## src/rtl/dma_sched_pkg.sv

```systemverilog
// ---------------------------------------------------------------------------
// dma_sched_pkg : shared types and constants for the DMA scheduler
// Revision      : 1.0
// ---------------------------------------------------------------------------
`default_nettype none

package dma_sched_pkg;

  localparam int ADDR_SYS_W = 32;
  localparam int ADDR_C64_W = 24;
  localparam int CNT_W      = 16;

  localparam logic [ADDR_C64_W:0] C64_LIMIT = 25'h100_0000;

  typedef enum logic [2:0] {
    IDLE      = 3'd0,
    ARB       = 3'd1,
    ISSUE     = 3'd2,
    WAIT_BUSY = 3'd3,
    WAIT_DONE = 3'd4,
    COMPLETE  = 3'd5
  } state_e;

  // True when the transfer would run past the top of the C64 address space.
  function automatic logic c64_overflow(input logic [ADDR_C64_W-1:0] dst,
                                        input logic [CNT_W-1:0]      cnt);
    logic [ADDR_C64_W:0] end_addr;
    end_addr = {1'b0, dst} + {{(ADDR_C64_W + 1 - CNT_W){1'b0}}, cnt};
    return end_addr > C64_LIMIT;
  endfunction

endpackage

`default_nettype wire

```

## src/rtl/dma_rr_arbiter.sv

```systemverilog
// ---------------------------------------------------------------------------
// dma_rr_arbiter : combinational round-robin pick, search starts at ptr
// Revision       : 1.0
// ---------------------------------------------------------------------------
`default_nettype none

module dma_rr_arbiter #(
  parameter int NUM_CH = 4
) (
  input  logic [NUM_CH-1:0] pending,
  input  logic [2:0]        ptr,
  output logic [2:0]        grant,
  output logic              any_pending
);

  logic [3:0] idx;

  // Walk the candidates from furthest to nearest so the nearest pending one wins.
  always_comb begin
    grant       = '0;
    any_pending = |pending;
    idx         = '0;
    for (int k = NUM_CH - 1; k >= 0; k--) begin
      idx = {1'b0, ptr} + 4'(k);
      if (idx >= 4'(NUM_CH)) begin
        idx = idx - 4'(NUM_CH);
      end
      if ((pending & ({{(NUM_CH-1){1'b0}}, 1'b1} << idx)) != '0) begin
        grant = idx[2:0];
      end
    end
  end

endmodule

`default_nettype wire

```

## src/rtl/dma_scheduler.sv

```systemverilog
// ---------------------------------------------------------------------------
// dma_scheduler : shares one DMA engine between NUM_CH descriptor slots.
//                 Optional watchdog: DMA_SCHED_TIMEOUT_EN (adds dma_abort).
// Revision      : 1.0
// ---------------------------------------------------------------------------
`default_nettype none

module dma_scheduler
  import dma_sched_pkg::*;
#(
  parameter int NUM_CH         = 4,
  parameter int TIMEOUT_CYCLES = 1048576
) (
  input  logic                         clk_sys,
  input  logic                         rst,
  input  logic [NUM_CH-1:0]            req_valid,
  output logic [NUM_CH-1:0]            req_ready,
  input  logic [NUM_CH*ADDR_SYS_W-1:0] req_src,
  input  logic [NUM_CH*ADDR_C64_W-1:0] req_dst,
  input  logic [NUM_CH*CNT_W-1:0]      req_count,
  input  logic [NUM_CH-1:0]            req_dir,
  output logic [NUM_CH-1:0]            chan_done,
  output logic [NUM_CH-1:0]            chan_err,
  output logic                         dma_start,
  output logic [ADDR_SYS_W-1:0]        src_addr,
  output logic [ADDR_C64_W-1:0]        dst_addr,
  output logic [CNT_W-1:0]             count,
  output logic                         direction,
  input  logic                         dma_busy,
  input  logic                         dma_done,
  output logic                         sched_busy,
`ifdef DMA_SCHED_TIMEOUT_EN
  output logic                         dma_abort,
`endif
  output logic [2:0]                   active_chan
);

  generate
    if (NUM_CH < 2 || NUM_CH > 8 || TIMEOUT_CYCLES < 1 || TIMEOUT_CYCLES >= 2097152) begin : g_param_check
      $error("dma_scheduler: parameter out of range");
    end
  endgenerate

  state_e                 state_q, state_d;
  logic [NUM_CH-1:0]      pending_q, pending_d;
  logic [2:0]             ptr_q, ptr_d;
  logic [2:0]             active_chan_q, active_chan_d;
  logic [ADDR_SYS_W-1:0]  src_q [NUM_CH];
  logic [ADDR_SYS_W-1:0]  src_d [NUM_CH];
  logic [ADDR_C64_W-1:0]  dst_q [NUM_CH];
  logic [ADDR_C64_W-1:0]  dst_d [NUM_CH];
  logic [CNT_W-1:0]       cnt_q [NUM_CH];
  logic [CNT_W-1:0]       cnt_d [NUM_CH];
  logic [NUM_CH-1:0]      dir_q, dir_d;

  logic [NUM_CH-1:0]      accept;
  logic [2:0]             grant;
  logic                   any_pending;
  logic [NUM_CH-1:0]      grant_oh, active_oh;
  logic [ADDR_C64_W-1:0]  g_dst;
  logic [CNT_W-1:0]       g_cnt;
  logic [ADDR_SYS_W-1:0]  a_src;
  logic [ADDR_C64_W-1:0]  a_dst;
  logic [CNT_W-1:0]       a_cnt;
  logic                   a_dir;
  logic                   in_wait;

`ifdef DMA_SCHED_TIMEOUT_EN
  localparam logic [20:0] TMO_LIMIT = 21'(TIMEOUT_CYCLES);
  logic [20:0]            tmo_q, tmo_d;
`endif

  dma_rr_arbiter #(.NUM_CH(NUM_CH)) u_arb (
    .pending     (pending_q),
    .ptr         (ptr_q),
    .grant       (grant),
    .any_pending (any_pending)
  );

  assign accept    = req_valid & ~pending_q;
  assign req_ready = ~pending_q;
  assign in_wait   = (state_q == WAIT_BUSY) || (state_q == WAIT_DONE);

  // Slot muxes for the arbitration winner and for the engine-owning channel.
  always_comb begin
    grant_oh  = '0;
    active_oh = '0;
    g_dst     = '0;
    g_cnt     = '0;
    a_src     = '0;
    a_dst     = '0;
    a_cnt     = '0;
    a_dir     = 1'b0;
    for (int i = 0; i < NUM_CH; i++) begin
      if (grant == 3'(i)) begin
        grant_oh[i] = 1'b1;
        g_dst       = dst_q[i];
        g_cnt       = cnt_q[i];
      end
      if (active_chan_q == 3'(i)) begin
        active_oh[i] = 1'b1;
        a_src        = src_q[i];
        a_dst        = dst_q[i];
        a_cnt        = cnt_q[i];
        a_dir        = dir_q[i];
      end
    end
  end

  assign dma_start   = (state_q == ISSUE);
  assign sched_busy  = (state_q == ISSUE) || in_wait || (state_q == COMPLETE);
  assign src_addr    = sched_busy ? a_src : '0;
  assign dst_addr    = sched_busy ? a_dst : '0;
  assign count       = sched_busy ? a_cnt : '0;
  assign direction   = sched_busy & a_dir;
  assign active_chan = active_chan_q;

  always_comb begin
    state_d       = state_q;
    pending_d     = pending_q | accept;
    ptr_d         = ptr_q;
    active_chan_d = active_chan_q;
    src_d         = src_q;
    dst_d         = dst_q;
    cnt_d         = cnt_q;
    dir_d         = dir_q;
    chan_done     = '0;
    chan_err      = '0;

    for (int i = 0; i < NUM_CH; i++) begin
      if (accept[i]) begin
        src_d[i] = req_src[i*ADDR_SYS_W +: ADDR_SYS_W];
        dst_d[i] = req_dst[i*ADDR_C64_W +: ADDR_C64_W];
        cnt_d[i] = req_count[i*CNT_W +: CNT_W];
        dir_d[i] = req_dir[i];
      end
    end

    case (state_q)
      IDLE: begin
        if (any_pending) state_d = ARB;
      end
      ARB: begin
        state_d = IDLE;
        if (any_pending) begin
          active_chan_d = grant;
          ptr_d         = (grant == 3'(NUM_CH - 1)) ? 3'd0 : grant + 3'd1;
          // Degenerate descriptors are retired here; the engine never sees them.
          if (g_cnt == '0) begin
            chan_done = grant_oh;
            pending_d = pending_d & ~grant_oh;
          end else if (c64_overflow(g_dst, g_cnt)) begin
            chan_err  = grant_oh;
            pending_d = pending_d & ~grant_oh;
          end else begin
            state_d = ISSUE;
          end
        end
      end
      ISSUE: begin
        state_d = WAIT_BUSY;
      end
      WAIT_BUSY: begin
        if (dma_done)      state_d = COMPLETE;
        else if (dma_busy) state_d = WAIT_DONE;
      end
      WAIT_DONE: begin
        if (dma_done) state_d = COMPLETE;
      end
      COMPLETE: begin
        chan_done = active_oh;
        pending_d = pending_d & ~active_oh;
        state_d   = IDLE;
      end
      default: begin
        state_d = IDLE;
      end
    endcase

`ifdef DMA_SCHED_TIMEOUT_EN
    tmo_d     = tmo_q;
    dma_abort = 1'b0;
    if (state_q == ISSUE) begin
      tmo_d = '0;
    end else if (in_wait) begin
      tmo_d = tmo_q + 21'd1;
    end
    // A done pulse in the expiry cycle wins and completes normally.
    if (in_wait && !dma_done && (tmo_q + 21'd1 == TMO_LIMIT)) begin
      chan_err  = active_oh;
      dma_abort = 1'b1;
      pending_d = pending_d & ~active_oh;
      state_d   = IDLE;
    end
`endif
  end

  always_ff @(posedge clk_sys or posedge rst) begin
    if (rst) begin
      state_q       <= IDLE;
      pending_q     <= '0;
      ptr_q         <= '0;
      active_chan_q <= '0;
      dir_q         <= '0;
      for (int i = 0; i < NUM_CH; i++) begin
        src_q[i] <= '0;
        dst_q[i] <= '0;
        cnt_q[i] <= '0;
      end
`ifdef DMA_SCHED_TIMEOUT_EN
      tmo_q         <= '0;
`endif
    end else begin
      state_q       <= state_d;
      pending_q     <= pending_d;
      ptr_q         <= ptr_d;
      active_chan_q <= active_chan_d;
      dir_q         <= dir_d;
      for (int i = 0; i < NUM_CH; i++) begin
        src_q[i] <= src_d[i];
        dst_q[i] <= dst_d[i];
        cnt_q[i] <= cnt_d[i];
      end
`ifdef DMA_SCHED_TIMEOUT_EN
      tmo_q         <= tmo_d;
`endif
    end
  end

endmodule

`default_nettype wire

```

## config.mk

```make
export PLATFORM = sky130hd
export DESIGN_NAME = dma_scheduler
export DESIGN_NICKNAME = d
export VERILOG_FILES = /design/src/rtl/dma_sched_pkg.sv /design/src/rtl/dma_rr_arbiter.sv /design/src/rtl/dma_scheduler.sv
export SDC_FILE = /design/constraint.sdc
export NUM_CORES = 1
export LEC_CHECK = 0
export ABC_AREA = 1
export ABC_CLOCK_PERIOD_IN_PS = 34700
export CORE_MARGIN = 2
export CORE_UTILIZATION = 49
export DETAILED_ROUTE_END_ITERATION = 10
export GPL_TIMING_DRIVEN = 0
export HOLD_SLACK_MARGIN = 0.03
export PLACE_DENSITY = 0.82
export SLEW_MARGIN = 5
export SYNTH_ARGS = -nofsm -noshare
export SYNTH_HDL_FRONTEND = slang
export SYNTH_SLANG_ARGS = --single-unit
```

## constraint.sdc

```tcl
create_clock -name clk_sys -period 34.7 [get_ports clk_sys]
set_input_delay 8.675 -clock clk_sys [delete_from_list [all_inputs] [get_ports clk_sys]]
set_output_delay 8.675 -clock clk_sys [all_outputs]
set_load 0.02 [all_outputs]
```

==> impl_metrics.ini <==
[clock_tree]
clock_sinks = 305
cts_root_buf = clkbuf_16
cts_tree = done
cts_setup_buffers = 0
cts_hold_buf = 0
ctsResizeCount = 0
htreeDepth = 2
cts_buffer_depth = 3
path_clk_slew_ns = 0.06
clock_latency_ns = 0.53
cts_made_buffers = 34

[floorplanning]
die_area_mm2 = 0.0352
start_util_pct = 49.6
dieWidth_um = 188
num_rows = 67
die_h_um = 188
io_pins = 390
coreArea_mm2 = 0.0334

[job]
drv_cap = 0

[sta]
fin_crit_ns = 16.76
setup_viol = 0
worstMarginPinSlew_ns = 1.15
post-route-period-util_pct = 48.3
tns_ns = 0
rsz0062_at_grt = false
clock.fmax_ghz = 0.0596
drv_slew = 0
final_hold_viol_count = 0
relSlewSlack_pct = 23.0
worst_clock_skew_ns = 0.0125

[global_routing]
grt_pass1_vias = 17000
grt_max_degree = 106
grt_pass1_wl_mm = 98.9
grt_use_total_pct = 36.8
antenna_found_initial = 9
gr-total-overflow = 0

[drt]
routed_via_density = 6.00
first_pass_iters = 6
wl_per_cell_um = 23.1
drt-total-wl_mm = 66.2
drt.antenna.violating_nets = 0
vias = 17200
drc = 0
drt_iter0_drc = 2029

[synth]
yosysTopAreaCell = dfrtp_1
synthDistinctLibCells = 47
synthArstFlopShare_pct = 100
synth.area.top_cells = dfrtp_1 46%, mux2_2 10%, a21oi_1 7.7%
netlist_top_cells_count = 305 x dfrtp_1, 255 x a21oi_1, 241 x o21ai_0
seq_area_frac_synth_pct = 46.2
syn_inst = 1954
synth_top_flop_cell = dfrtp_1
synth_edf_count = 0
syn_area_mm2 = 0.0165
yosysTopAreaCellShare_pct = 46.2
avgSynthCellArea_um2 = 8.46
yosys_warnings = 0
ys_seq_elements = 305
syn_nets = 2278
synth.most_common_cell = dfrtp_1

[critical_path]
critPathMaxFanout = 10
crit_arrival_ns = 8.09
crit_type = register to output port
cp-start-kind = register
end_kind = output port
path_buf_inv = 11
crit_path_max_incr_delay_ns = 0.63
slowest_stage = clkdlybuf4s50_1
cp_common_cell = nand2_1
required_ns = 26.02
critical-path-top-delay-family = buffers and inverters

[placement]
port_buffers = 389
dp_hpwl_mm = 48.7
gp_congestion = 0.934

[final_layout]
drive_gt1_share_pct = 10.7
n_fill_cell = 2749
num-nets-final = 2705
syn2layout_area_growth_pct = 35.3

[min_path]
min_path_type = register to register

[status]
status = completed
final timing paths:
path                                            from                      to  slack, ns  cells after the start
worst max-delay path            ptr_q[1]$_DFFE_PP0P_             chan_err[1]      17.94                     37
worst min-delay path            src_q[0]$_DFFE_PP0P_    src_q[0]$_DFFE_PP0P_       0.50                      1
worst max register to register  ptr_q[1]$_DFFE_PP0P_  pending_q[3]$_DFF_PP0_      27.48                     42
worst min register to register  src_q[0]$_DFFE_PP0P_    src_q[0]$_DFFE_PP0P_       0.50                      1
max in group asynchronous                        rst   cnt_q[55]$_DFFE_PP0P_      24.54                      4
min in group asynchronous                        rst    src_q[6]$_DFFE_PP0P_       8.68                      2
logic make-up after synthesis:
family / share of synthesized area [%]
AOI/OAI and AO/OA: 19.9
xor gates and xnor gates: 0.212
adders and majority gates: 1.86
buffers and inverters: 8.32
DFF: 46.2
muxes: 10.5
and+or+nand+nor: 13.0
cell usage in the layout, fill, tap and decap left out, drive strengths merged, types with 6 or more instances in the layout:
| master | instances |
|---|---|
| clkdlybuf4s50 | 389 |
| dfrtp | 305 |
| a21oi | 255 |
| o21ai | 244 |
| inv | 226 |
| nor2 | 220 |
| nand2 | 192 |
| mux2 | 154 |
| clkbuf | 141 |
| nand3 | 68 |
| buf | 32 |
| o221ai | 30 |
| a31oi | 25 |
| ha | 23 |
| nor3 | 21 |
| a22oi | 18 |
| o211ai | 12 |
| bufinv | 9 |
| nand4 | 7 |
| clkinv | 7 |
| diode | 6 |
metrics by stage:
| step | cells | util [%] | area, um2 | hold slack [ns] | worst slack (ns) |
|---|---|---|---|---|---|
| floorplan | 1954 | - | 16500 | 0.474 | 17.59 |
| global route | 2860 | 67.1 | 22400 | 0.516 | 17.51 |
| detailed placement | 2793 | 63.1 | 21100 | 0.488 | 18.78 |
| global placement | 2791 | 62.9 | 21000 | 0.481 | 13.89 |
| CTS | 2855 | 67.0 | 22400 | 0.502 | 18.19 |
| finish | 2861 | 67.1 | 22400 | 0.503 | 17.94 |
registers in the layout, indices dropped and copies added (netlist names):
signal       count
dir_q            4
pending_q        4
ptr_q            3
dst_q           96
src_q          128
active_chan      3
state_q          3
cnt_q           64
area by class of cell:
cell class / count / area (um2) / share of cell area, %
buffer: 124 / 518 / 2.32
clock buffer: 47 / 981 / 4.38
antenna: 6 / 15.0 / 0.0671
timing repair buffer: 391 / 3950 / 17.6
multi-input combinational: 1297 / 7530 / 33.6
sequential: 305 / 7630 / 34.1
tap: 448 / 561 / 2.51
clock inverter: 15 / 325 / 1.45
inverter: 228 / 866 / 3.87
layer usage:
layer	track usage [%]	wire, um	share of wire, %	up-vias
li1	-	-	-	7476
met1	48.2	25600	39	8240
met2	57.4	29700	45	1193
met3	8.35	7050	11	248
met4	19.2	3760	5.7	10
met5	0	64	0.097	-
Power is not shown: default switching activity piles up to over one toggle a cycle in this logic, so the estimate is an artifact.
